[src/rtl/rr_arbiter_4_if.sv]
// Requester-side bus of the 4-way round-robin arbiter.
// The master drives requests; the slave (arbiter) returns grant, mux select and status.
interface rr_arbiter_4_if;
  logic [3:0] req;
  logic [3:0] gnt;
  logic [1:0] sel;
  logic       busy;
  logic       preempt;

  modport master (output req, input gnt, sel, busy, preempt);
  modport slave  (input req, output gnt, sel, busy, preempt);
endinterface

[src/rtl/rr_arbiter_4.sv]
// Four-requester round-robin arbiter feeding a 4:1 bus mux select.
// Registered outputs, one dead TURN cycle between owners, optional hold limit.
module rr_arbiter_4 #(
  parameter int unsigned MAX_HOLD = 8,
  parameter int unsigned CNT_W    = 4
) (
  input logic          sysclk,
  input logic          sys_rst,
  rr_arbiter_4_if.slave bus
);

  typedef enum logic [1:0] {IDLE, GRANT, TURN} stateT;

  localparam logic [CNT_W-1:0] HOLD_LAST = (MAX_HOLD > 0) ? CNT_W'(MAX_HOLD - 1) : '0;

  stateT            state;
  logic [1:0]       last;
  logic [1:0]       owner;
  logic [CNT_W-1:0] holdCnt;

  logic [1:0] winIdx;
  logic       winFound;
  logic [1:0] cand;

  // Search starts one past the last owner, so a preempted source ends up lowest priority.
  always_comb begin
    winIdx   = '0;
    winFound = 1'b0;
    cand     = '0;
    for (int unsigned i = 1; i <= 4; i++) begin
      cand = last + 2'(i);
      if (!winFound && bus.req[cand]) begin
        winIdx   = cand;
        winFound = 1'b1;
      end
    end
  end

  always_ff @(posedge sysclk or posedge sys_rst) begin
    if (sys_rst) begin
      state       <= IDLE;
      last        <= 2'd3;
      owner       <= '0;
      holdCnt     <= '0;
      bus.gnt     <= '0;
      bus.sel     <= '0;
      bus.busy    <= 1'b0;
      bus.preempt <= 1'b0;
    end else begin
      bus.preempt <= 1'b0;
      case (state)
        IDLE, TURN: begin
          if (winFound) begin
            bus.gnt  <= 4'b0001 << winIdx;
            bus.sel  <= winIdx;
            owner    <= winIdx;
            holdCnt  <= '0;
            bus.busy <= 1'b1;
            state    <= GRANT;
          end else begin
            bus.gnt  <= '0;
            bus.busy <= 1'b0;
            state    <= IDLE;
          end
        end
        GRANT: begin
          if (!bus.req[owner] || (MAX_HOLD != 0 && holdCnt == HOLD_LAST)) begin
            bus.gnt     <= '0;
            bus.busy    <= 1'b0;
            last        <= owner;
            bus.preempt <= bus.req[owner];
            state       <= TURN;
          end else if (holdCnt != '1) begin
            holdCnt <= holdCnt + 1'b1;
          end
        end
        default: begin
          bus.gnt  <= '0;
          bus.busy <= 1'b0;
          state    <= IDLE;
        end
      endcase
    end
  end

endmodule

[src/flat_wrapper.sv]
// flat-port wrapper written by rule: the top's interface ports become plain ports
module rr_arbiter_4_flat 
#(
  parameter int unsigned MAX_HOLD = 8,
  parameter int unsigned CNT_W    = 4
)
  (sysclk, sys_rst, bus_req, bus_gnt, bus_sel, bus_busy, bus_preempt);
  rr_arbiter_4_if bus_i ();
  input logic sysclk;
  input logic sys_rst;
  input wire logic [$bits(bus_i.req)-1:0] bus_req;
  output wire logic [$bits(bus_i.gnt)-1:0] bus_gnt;
  output wire logic [$bits(bus_i.sel)-1:0] bus_sel;
  output wire logic [$bits(bus_i.busy)-1:0] bus_busy;
  output wire logic [$bits(bus_i.preempt)-1:0] bus_preempt;
  assign bus_i.req = bus_req;
  assign bus_gnt = bus_i.gnt;
  assign bus_sel = bus_i.sel;
  assign bus_busy = bus_i.busy;
  assign bus_preempt = bus_i.preempt;
  rr_arbiter_4 #(.MAX_HOLD(MAX_HOLD), .CNT_W(CNT_W)) u_core (.sysclk(sysclk), .sys_rst(sys_rst), .bus(bus_i));
endmodule
[config.mk]
export PLATFORM = sky130hd
export DESIGN_NAME = rr_arbiter_4_flat
export DESIGN_NICKNAME = d
export VERILOG_FILES = /design/src/rtl/rr_arbiter_4_if.sv /design/src/rtl/rr_arbiter_4.sv /design/src/flat_wrapper.sv
export SDC_FILE = /design/constraint.sdc
export NUM_CORES = 1
export LEC_CHECK = 0
export ABC_CLOCK_PERIOD_IN_PS = 2000
export BUFFER_PORTS_ARGS = -buffer_cell sky130_fd_sc_hd__buf_2
export CORE_MARGIN = 2
export CORE_UTILIZATION = 40
export CTS_CLUSTER_DIAMETER = 60
export DETAILED_ROUTE_END_ITERATION = 7
export PLACE_DENSITY = 0.72
export SYNTH_ARGS = -nofsm -noshare
export SYNTH_HDL_FRONTEND = slang
export SYNTH_SLANG_ARGS = --single-unit
[constraint.sdc]
create_clock -name sysclk -period 2 [get_ports sysclk]
set_input_delay 0.2 -clock sysclk [delete_from_list [all_inputs] [get_ports sysclk]]
set_output_delay 0.2 -clock sysclk [all_outputs]
set_load 0.05 [all_outputs]
==> results of run 1 <==
## critical path: stages, from the launching register on
cell,delay (ns)
dfrtp_1,0.42
ha_1,0.24
nand2_1,0.08
nor2_1,0.09
a211oi_2,0.32
mux2_1,0.35
## worst paths after layout
path	from	to	slack, ns	cells after the start
max	u_core.holdCnt[0]	u_core.last[1]	0.42	5
min	bus_req[3]	u_core.bus.sel[1]	0.40	5
max reg2reg	u_core.holdCnt[0]	u_core.last[1]	0.42	5
min reg2reg	u_core.bus.gnt[2]	u_core.bus.gnt[2]	0.49	1
max in group asynchronous	sys_rst	u_core.last[1]	1.13	3
min in group asynchronous	sys_rst	u_core.holdCnt[0]	0.49	3
## sequential cells by signal (all words and copies together) (netlist names)
name                cells
u_core.state            1
u_core.holdCnt          4
u_core.bus.preempt      1
u_core.last             2
u_core.bus.sel          2
u_core.bus.busy         1
u_core.bus.gnt          4
## repair_timing
action,4_1_cts,5_1_grt
endpoints found under the hold margin,13,0
buffers inserted,0,0
hold buffers,1,0
## logic make-up after synthesis
group,share of synthesized area
AND/OR/NAND/NOR,0.185
adder cells (fa/ha/maj),0.0158
flip-flops,0.477
buffers and inverters,0.0190
multiplexers,0.0806
AO/OA/AOI/OAI,0.223
## power by group
part	switching [mW]	leakage, nW	internal [mW]
logic	0.511	0.243	0.289
registers	0.125	0.192	0.432
clock network	0.0977	0.0177	0.0744
## routing by layer
| layer | part of all wire | vias up | track usage |
|---|---|---|---|
| met5 | 0 | - | 0 |
| met4 | 0.0055 | 0 | 0.0714 |
| met3 | 0.036 | 2 | 0.0278 |
| met2 | 0.47 | 12 | 0.236 |
| met1 | 0.49 | 279 | 0.182 |
| li1 | - | 303 | - |
## metrics by stage
| stage | setup WS, ns | instances |
|---|---|---|
| 6_report | 0.418 | 118 |
| 5_1_grt | 0.282 | 118 |
| 4_1_cts | 0.409 | 118 |
| 3_5_place_dp | 0.433 | 113 |
| 3_3_place_gp | 0.474 | 113 |
| 2_1_floorplan | 0.224 | 73 |
## layout make-up
class	instances	share of cell area
clock buffers	3	0.0243
inverters	4	0.0162
repair buffers	14	0.0809
clock inverters	1	0.00539
well taps	27	0.0364
flip-flops and latches	15	0.407
multi-input cells	54	0.430
## placed cells by master (no fill, tap or decap), types with 2 or more instances in the layout
master    synthesis  layout
mux2i_1           3       3
nor2_1            6       6
inv_1             4       4
mux2_1            2       2
a21o_1            2       2
a22o_1            2       2
or2_2             2       2
o21ai_0           2       2
nor3b_1           2       2
nor3_1            2       2
nand2_1           7       7
nor2b_1           2       2
dfstp_2           2       2
clkbuf_4          0       3
dfrtp_1          13      13
buf_2             0      13
nand2b_1          4       4
a21oi_1           2       2
==> flow_summary.toml, run 1 <==
[logic_synthesis]
fraction_of_registers_with_async_set_reset = 1.00
synth_flop_cell = "dfrtp_1"
synth-seq-cells = 15
synth_top_area_frac = 0.411
yosysUniqueCellTypes = 32
synth_edf_count = 0
mappedNetlistArea_sq_um = 792
synthDominantAreaCellType = "dfrtp_1"
yosys.cell_count.top_type = "dfrtp_1"
syn-num-nets = 80
netlist_instances = 73
avgSynthCellArea_sq_um = 10.8
synth_area_leaders = "dfrtp_1 (41%), dfstp_2 (6.6%), mux2i_1 (3.8%)"
yosys-top-cells-count = "dfrtp_1 (13), nand2_1 (7), nor2_1 (6)"
synth-seq-area-share = 0.477
yosysWarnings = 0

[timing]
setup_tns_ns = 0
final-setup-viol-count = 0
slew-limit-headroom = 0.632
finalMaxSlewViolations = 0
finalHoldWorstSlack_ns = 0.398
tightestPinTransition_ns = 0.552
finalCritPeriodShare = 0.791
final_hold_viol_count = 0
timing.clock.skew_ns = 0.0106
grt_setup_unrepaired = "false"
final_critical_delay_including_setup_and_external_delays_ns = 1.58
clock.fmax_mhz = 632

[grt]
grt_start_max_net_pins = 16
grt-ovfl-total = 0
grt_pass1_vias = 619
antenna_found_initial = 0
groute.usage.overall = 0.144
grt_pass1_wl_mm = 2.62

[drt]
detail_route.wl_per_cell_um = 12.3
route.final.wire_length_mm = 1.45
route.detailed.vias_per_inst = 5.05
number_of_antenna_violating_nets_in_the_routed_design = 0
drc = 0
vias = 596
first_pass_iters = 4
starting_drt_drc_count = 6

[critical_path]
timing.critical_path.to_type = "register"
worst-path-max-fanout = 4
critical_path_class = "reg2reg"
crit_path_start_kind = "register"
worst-endpoint-required_ns = 2.21
cp_data_arrival_time_ns = 1.79

[clock_network]
cts_root_buffer = "clkbuf_4"
cts.htree.levels = 1
clkLatencyLatePin_ns = 0.29
cts_repair_resize_count = 0
tritoncts = "yes"
cts_max_path_buffers = 2
tritoncts.num_buffers = 3
worst_setup_hold_path_clk_slew_ns = 0.09
cts_sinks = 15

[job]
maxCapViolations = 0

[finish]
seq_area_sq_um = 378
final_layout_size_suffix_gt1_frac = 0.275
layout-area-overhead-vs-synth_pct = 17.2
final_design_area_excluding_fillers_sq_um = 928
multi_input_gate_area_sq_um = 399
n_antenna_cell = 0
fill_cells = 198
final_util = 0.483
layout.nets = 99

[place]
place.detailed.hpwl_mm = 1.12
detailed_place.area_sq_um = 891
place.gp.congestion = 0.753
buffer_ports.inserted = 13

[die]
number_of_ports_placed_on_the_die_boundary = 14
floorplan.die.height_um = 48.5
start_util = 0.412
dieArea_sq_um = 2350
fp.dieW_um = 48.5
floorplan.core_area_sq_um = 1920
std_cell_rows = 16

[power_and_ir_drop]
peakVddDrop_uv = 994
total_power_mw = 1.53
power_leakage_nw = 0.452
power_per_cell_area_nw_per_um2 = 1650

[min_path]
min_delay_path_class = "in2reg"

[run_status]
run_status = "completed"
Note: power is estimated with default switching activity, not from simulation.
==> inputs of run 2 (changes only) <==
ABC_CLOCK_PERIOD_IN_PS = 1640   (was 2000)
clock period = 1.64 ns   (was 2 ns; I/O delays follow)
==> flow_summary.toml, run 2 (same netlist as run 1, synthesis figures left out) <==
[run_status]
run_status = "completed"

[finish]
layout_common_cells = "buf_2 (13), dfrtp_1 (12), nand2_1 (7)"
layout-area-overhead-vs-synth_pct = 20.7
n_antenna_cell = 0
final_util = 0.497
layout.cells.most_common = "buf_2"
layout.nets = 100
top_regs = "u_core.bus.gnt (4), u_core.holdCnt (4)"
final_layout_size_suffix_gt1_frac = 0.315

[critical_path]
worst-path-max-fanout = 6
crit_path_start_kind = "register"
cp_data_arrival_time_ns = 1.80
critical_path_class = "reg2reg"
timing.critical_path.to_type = "register"
worst-endpoint-required_ns = 1.88

[clock_network]
tritoncts.num_buffers = 3
tritoncts = "yes"
postCtsSetupRepairBufs = 0
worst_setup_hold_path_clk_slew_ns = 0.09
clkLatencyLatePin_ns = 0.29
cts_sinks = 15
cts_max_path_buffers = 2
cts_root_buffer = "clkbuf_4"
cts.htree.levels = 1

[grt]
grt_pass1_vias = 585
groute.usage.overall = 0.145
grt-ovfl-total = 0
grt_pass1_wl_mm = 2.59
antenna_found_initial = 0
grt_start_max_net_pins = 16

[die]
std_cell_rows = 16
floorplan.die.height_um = 48.5
number_of_ports_placed_on_the_die_boundary = 14
floorplan.core_area_sq_um = 1920
start_util = 0.412
fp.dieW_um = 48.5
dieArea_sq_um = 2350

[timing]
timing.clock.skew_ns = 0.00258
grt_setup_unrepaired = "false"
setup_tns_ns = 0
slew-limit-headroom = 0.632
finalCritPeriodShare = 0.953
finalMaxSlewViolations = 0
final_hold_viol_count = 0
timing.final.ws_setup_ns = 0.0764
clock.fmax_mhz = 640
final_critical_delay_including_setup_and_external_delays_ns = 1.56
tightestPinTransition_ns = 0.551
final-setup-viol-count = 0

[power_and_ir_drop]
total_power_mw = 1.93
power_per_cell_area_nw_per_um2 = 2020
power_leakage_nw = 0.462
peakVddDrop_uv = 1410

[drt]
route.final.wire_length_mm = 1.53
vias = 603
drc = 0
starting_drt_drc_count = 14
route.detailed.vias_per_inst = 5.07
number_of_antenna_violating_nets_in_the_routed_design = 0
first_pass_iters = 4
detail_route.wl_per_cell_um = 12.8

[min_path]
min_delay_path_class = "in2reg"

[place]
buffer_ports.inserted = 13
place.detailed.hpwl_mm = 1.12
place.gp.congestion = 0.741
post-place-ws_ns = 0.0516

[job]
maxCapViolations = 0
run 2: cell count changes in the layout (fill, tap and decap cells not counted):
cell and change:
a211oi_4 +1, dfrtp_2 +1, nor3_1 -1, buf_4 +1, a221oi_1 -1, a221oi_2 +1
nor3_2 +1, dfrtp_1 -1, a211oi_2 -1
run 2: final cells by class:
cell class | count | area (sq um)
Multi-Input combinational cell | 54 | 418
Tap cell | 27 | 33.8
Timing Repair Buffer | 15 | 82.6
Clock inverter | 1 | 5.00
Sequential cell | 15 | 379
Inverter | 4 | 15.0
Fill cell | 196 | 966
Clock buffer | 3 | 22.5
run 2: where the power goes:
group	leakage [nW]	switching, mW	internal, mW	total, mW
combinational	0.254	0.650	0.376	1.03
sequential	0.190	0.157	0.530	0.687
clock	0.0177	0.129	0.0908	0.220
total	0.462	0.936	0.996	1.93
run 2: critical path: stages, from the launching register on:
cell,delay [ns]
dfstp_2,0.60
nor3b_1,0.07
a311oi_1,0.40
nand2_1,0.17
a2bb2o_1,0.28
run 2: per-stage QoR:
stage / cell area, sq um / cells / hold WS, ns
floorplan: 793 / 73 / 0.0640
global placement: 900 / 114 / 0.238
detailed placement: 900 / 114 / 0.248
CTS: 937 / 119 / 0.360
global route: 956 / 119 / 0.409
finish: 956 / 119 / 0.377
run 2: layer usage:
metal  global-route usage  routed length (um)  up-vias
met5                    0                   0        -
met4               0.0857                  31        0
met3               0.0216                  80        4
met2                0.218                 671       16
met1                0.199                 743      279
li1                     -                   -      304
run 2: path summary, 6_finish.rpt:
kind	slack, ns	end	start	depth (start not counted)
worst min-delay path	0.38	u_core.bus.sel[1]	bus_req[3]	5
min in group asynchronous	0.45	u_core.bus.gnt[2]	sys_rst	3
worst min register to register	0.50	u_core.bus.gnt[3]	u_core.bus.gnt[3]	1
worst max register to register	0.08	u_core.bus.gnt[2]	u_core.last[1]	4
worst max-delay path	0.08	u_core.bus.gnt[2]	u_core.last[1]	4
max in group asynchronous	0.80	u_core.bus.sel[0]	sys_rst	3
run 2: timing repair:
item                                    4_1_cts  5_1_grt
endpoints found under the setup margin        0        4
gates resized for setup                       0        3
hold buffers                                  1        0
hold endpoints to repair                     13        0
==> inputs of run 3 (changes only) <==
CTS_BUF_LIST = sky130_fd_sc_hd__clkbuf_2   (was default)
==> flow_summary.toml, run 3 (same netlist as run 1, synthesis figures left out) <==
[grt]
grt_pass1_vias = 585
grt-ovfl-total = 0
grt_start_max_net_pins = 16
grt_pass1_wl_mm = 2.59
groute.usage.overall = 0.145
antenna_found_initial = 0

[power_and_ir_drop]
p_sw_frac = 0.494
internal_power_uw = 965
sequentialPowerShare = 0.361
netSwitchingPower_uw = 944
peakVddDrop_uv = 1350
power_leakage_nw = 0.462
share_clk_of_total_power = 0.095
power_per_cell_area_nw_per_um2 = 2000
share_of_power_burned_in_combinational_logic = 0.544

[critical_path]
rrSetupSlack_ns = 0.08
worst-endpoint-required_ns = 1.87
ff2ff_path_depth = 5
max_stage_delay_ns = 0.47
worst-path-max-fanout = 5
worstReg2RegStart = "u_core.bus.sel[0]"
cp_data_arrival_time_ns = 1.79
crit_path_start_kind = "register"
crit-reg2reg-capture = "u_core.last[0]"
crit_path_cells = "mux2i_1, buf_4, and3_1, a211oi_4, mux2_1"
timing.critical_path.to_type = "register"
critical-path-slowest-cell = "dfrtp_2"
critical_path_class = "reg2reg"

[timing]
final_hold_viol_count = 0
finalCritPeriodShare = 0.950
setup_tns_ns = 0
grt_setup_unrepaired = "false"
slew-limit-headroom = 0.629
clock.fmax_mhz = 642
timing.final.ws_setup_ns = 0.0814
finalMaxSlewViolations = 0
tightestPinTransition_ns = 0.555
final-setup-viol-count = 0
final_critical_delay_including_setup_and_external_delays_ns = 1.56
timing.clock.skew_ns = 0.00812

[drt]
first_pass_iters = 4
route.final.wire_length_mm = 1.58
vias = 596
starting_drt_drc_count = 11
number_of_antenna_violating_nets_in_the_routed_design = 0
drc = 0
route.detailed.vias_per_inst = 5.01
detail_route.wl_per_cell_um = 13.3

[finish]
final_layout_size_suffix_gt1_frac = 0.326
layout-area-overhead-vs-synth_pct = 20.5
final_design_area_excluding_fillers_sq_um = 955
layout.nets = 100
fill_cells = 197
n_antenna_cell = 0
layout_common_cells = "buf_2 (13), dfrtp_1 (12), nand2_1 (7)"
top_regs = "u_core.bus.gnt (4), u_core.holdCnt (4)"
layout.cells.most_common = "buf_2"

[clock_network]
cts.htree.levels = 1
tritoncts.num_buffers = 3
postCtsSetupRepairBufs = 0
cts_sinks = 15
cts_root_buffer = "clkbuf_2"
clkLatencyLatePin_ns = 0.29
tritoncts = "yes"
cts_max_path_buffers = 2
worst_setup_hold_path_clk_slew_ns = 0.16

[place]
post-place-ws_ns = 0.0516
detailed_place.area_sq_um = 900
place.detailed.hpwl_mm = 1.12
buffer_ports.inserted = 13
place.gp.congestion = 0.741

[die]
std_cell_rows = 16
number_of_ports_placed_on_the_die_boundary = 14
start_util = 0.412
fp.dieW_um = 48.5
dieArea_sq_um = 2350
floorplan.core_area_sq_um = 1920
floorplan.die.height_um = 48.5

[run_status]
run_status = "completed"

[min_path]
hold_path_startpoint = "bus_req[3]"
worstHoldPathCells = 4
min_delay_path_class = "in2reg"
worstHoldEndpoint = "u_core.bus.busy"

[job]
maxCapViolations = 0
## run 3: power by group through the flow
| stage | sequential, mW | combinational [mW] | clock [mW] |
|---|---|---|---|
| after floorplan | 0.958 | 0.502 | 0 |
| after global placement | 0.683 | 0.984 | 0 |
| after detailed placement | 0.686 | 0.998 | 0 |
| after CTS | 0.677 | 1.00 | 0.185 |
| after global routing | 0.711 | 1.12 | 0.202 |
| final | 0.690 | 1.04 | 0.181 |
## run 3: timing repair
action,4_1_cts,5_1_grt
setup endpoints to repair,0,4
gates resized for setup,0,4
endpoints found under the hold margin,13,0
hold buffers,1,0
## run 3: layout make-up
cell class              instances  area [sq um]  area share
multi-input cells              54           424       0.444
flip-flops and latches         15           379       0.397
well taps                      27          33.8      0.0354
clock inverters                 1          5.00     0.00524
repair buffers                 15          82.6      0.0865
clock buffers                   3          15.0      0.0157
inverters                       4          15.0      0.0157
## run 3: per-layer routing
layer,up-vias,part of all wire,track usage
met1,278,0.49,0.199
met3,4,0.030,0.0216
met2,10,0.46,0.218
li1,304,-,-
met5,-,0,0
met4,0,0.019,0.0857
## run 3: how the worst max path moves through the flow
stage / cells after the start / slack (ns) / startpoint / end
finish: 5 / 0.08 / u_core.bus.sel[0] / u_core.last[0]
global route: 5 / 0.005 / u_core.bus.sel[0] / u_core.last[0]
CTS: 5 / 0.03 / u_core.holdCnt[0] / u_core.last[1]
detailed placement: 5 / 0.05 / u_core.holdCnt[0] / u_core.last[1]
global placement: 5 / 0.10 / u_core.holdCnt[0] / u_core.last[0]
floorplan: 4 / 0.007 / u_core.bus.busy / u_core.last[0]
## run 3: worst max-delay path: cells and delay by family (launching register included)
kind            cells  cell delay (ns)
buf+inv             1             0.15
compound gates      1             0.21
mux                 2             0.47
flops               1             0.47
simple gates        1             0.19
## run 3: per-stage QoR
stage	utilization	hold WS, ns	total power [mW]	std cells
floorplan	-	0.0640	1.46	73
global placement	0.468	0.238	1.67	114
detailed placement	0.468	0.248	1.68	114
CTS	0.484	0.345	1.86	119
global route	0.497	0.385	2.03	119
finish	0.497	0.373	1.91	119
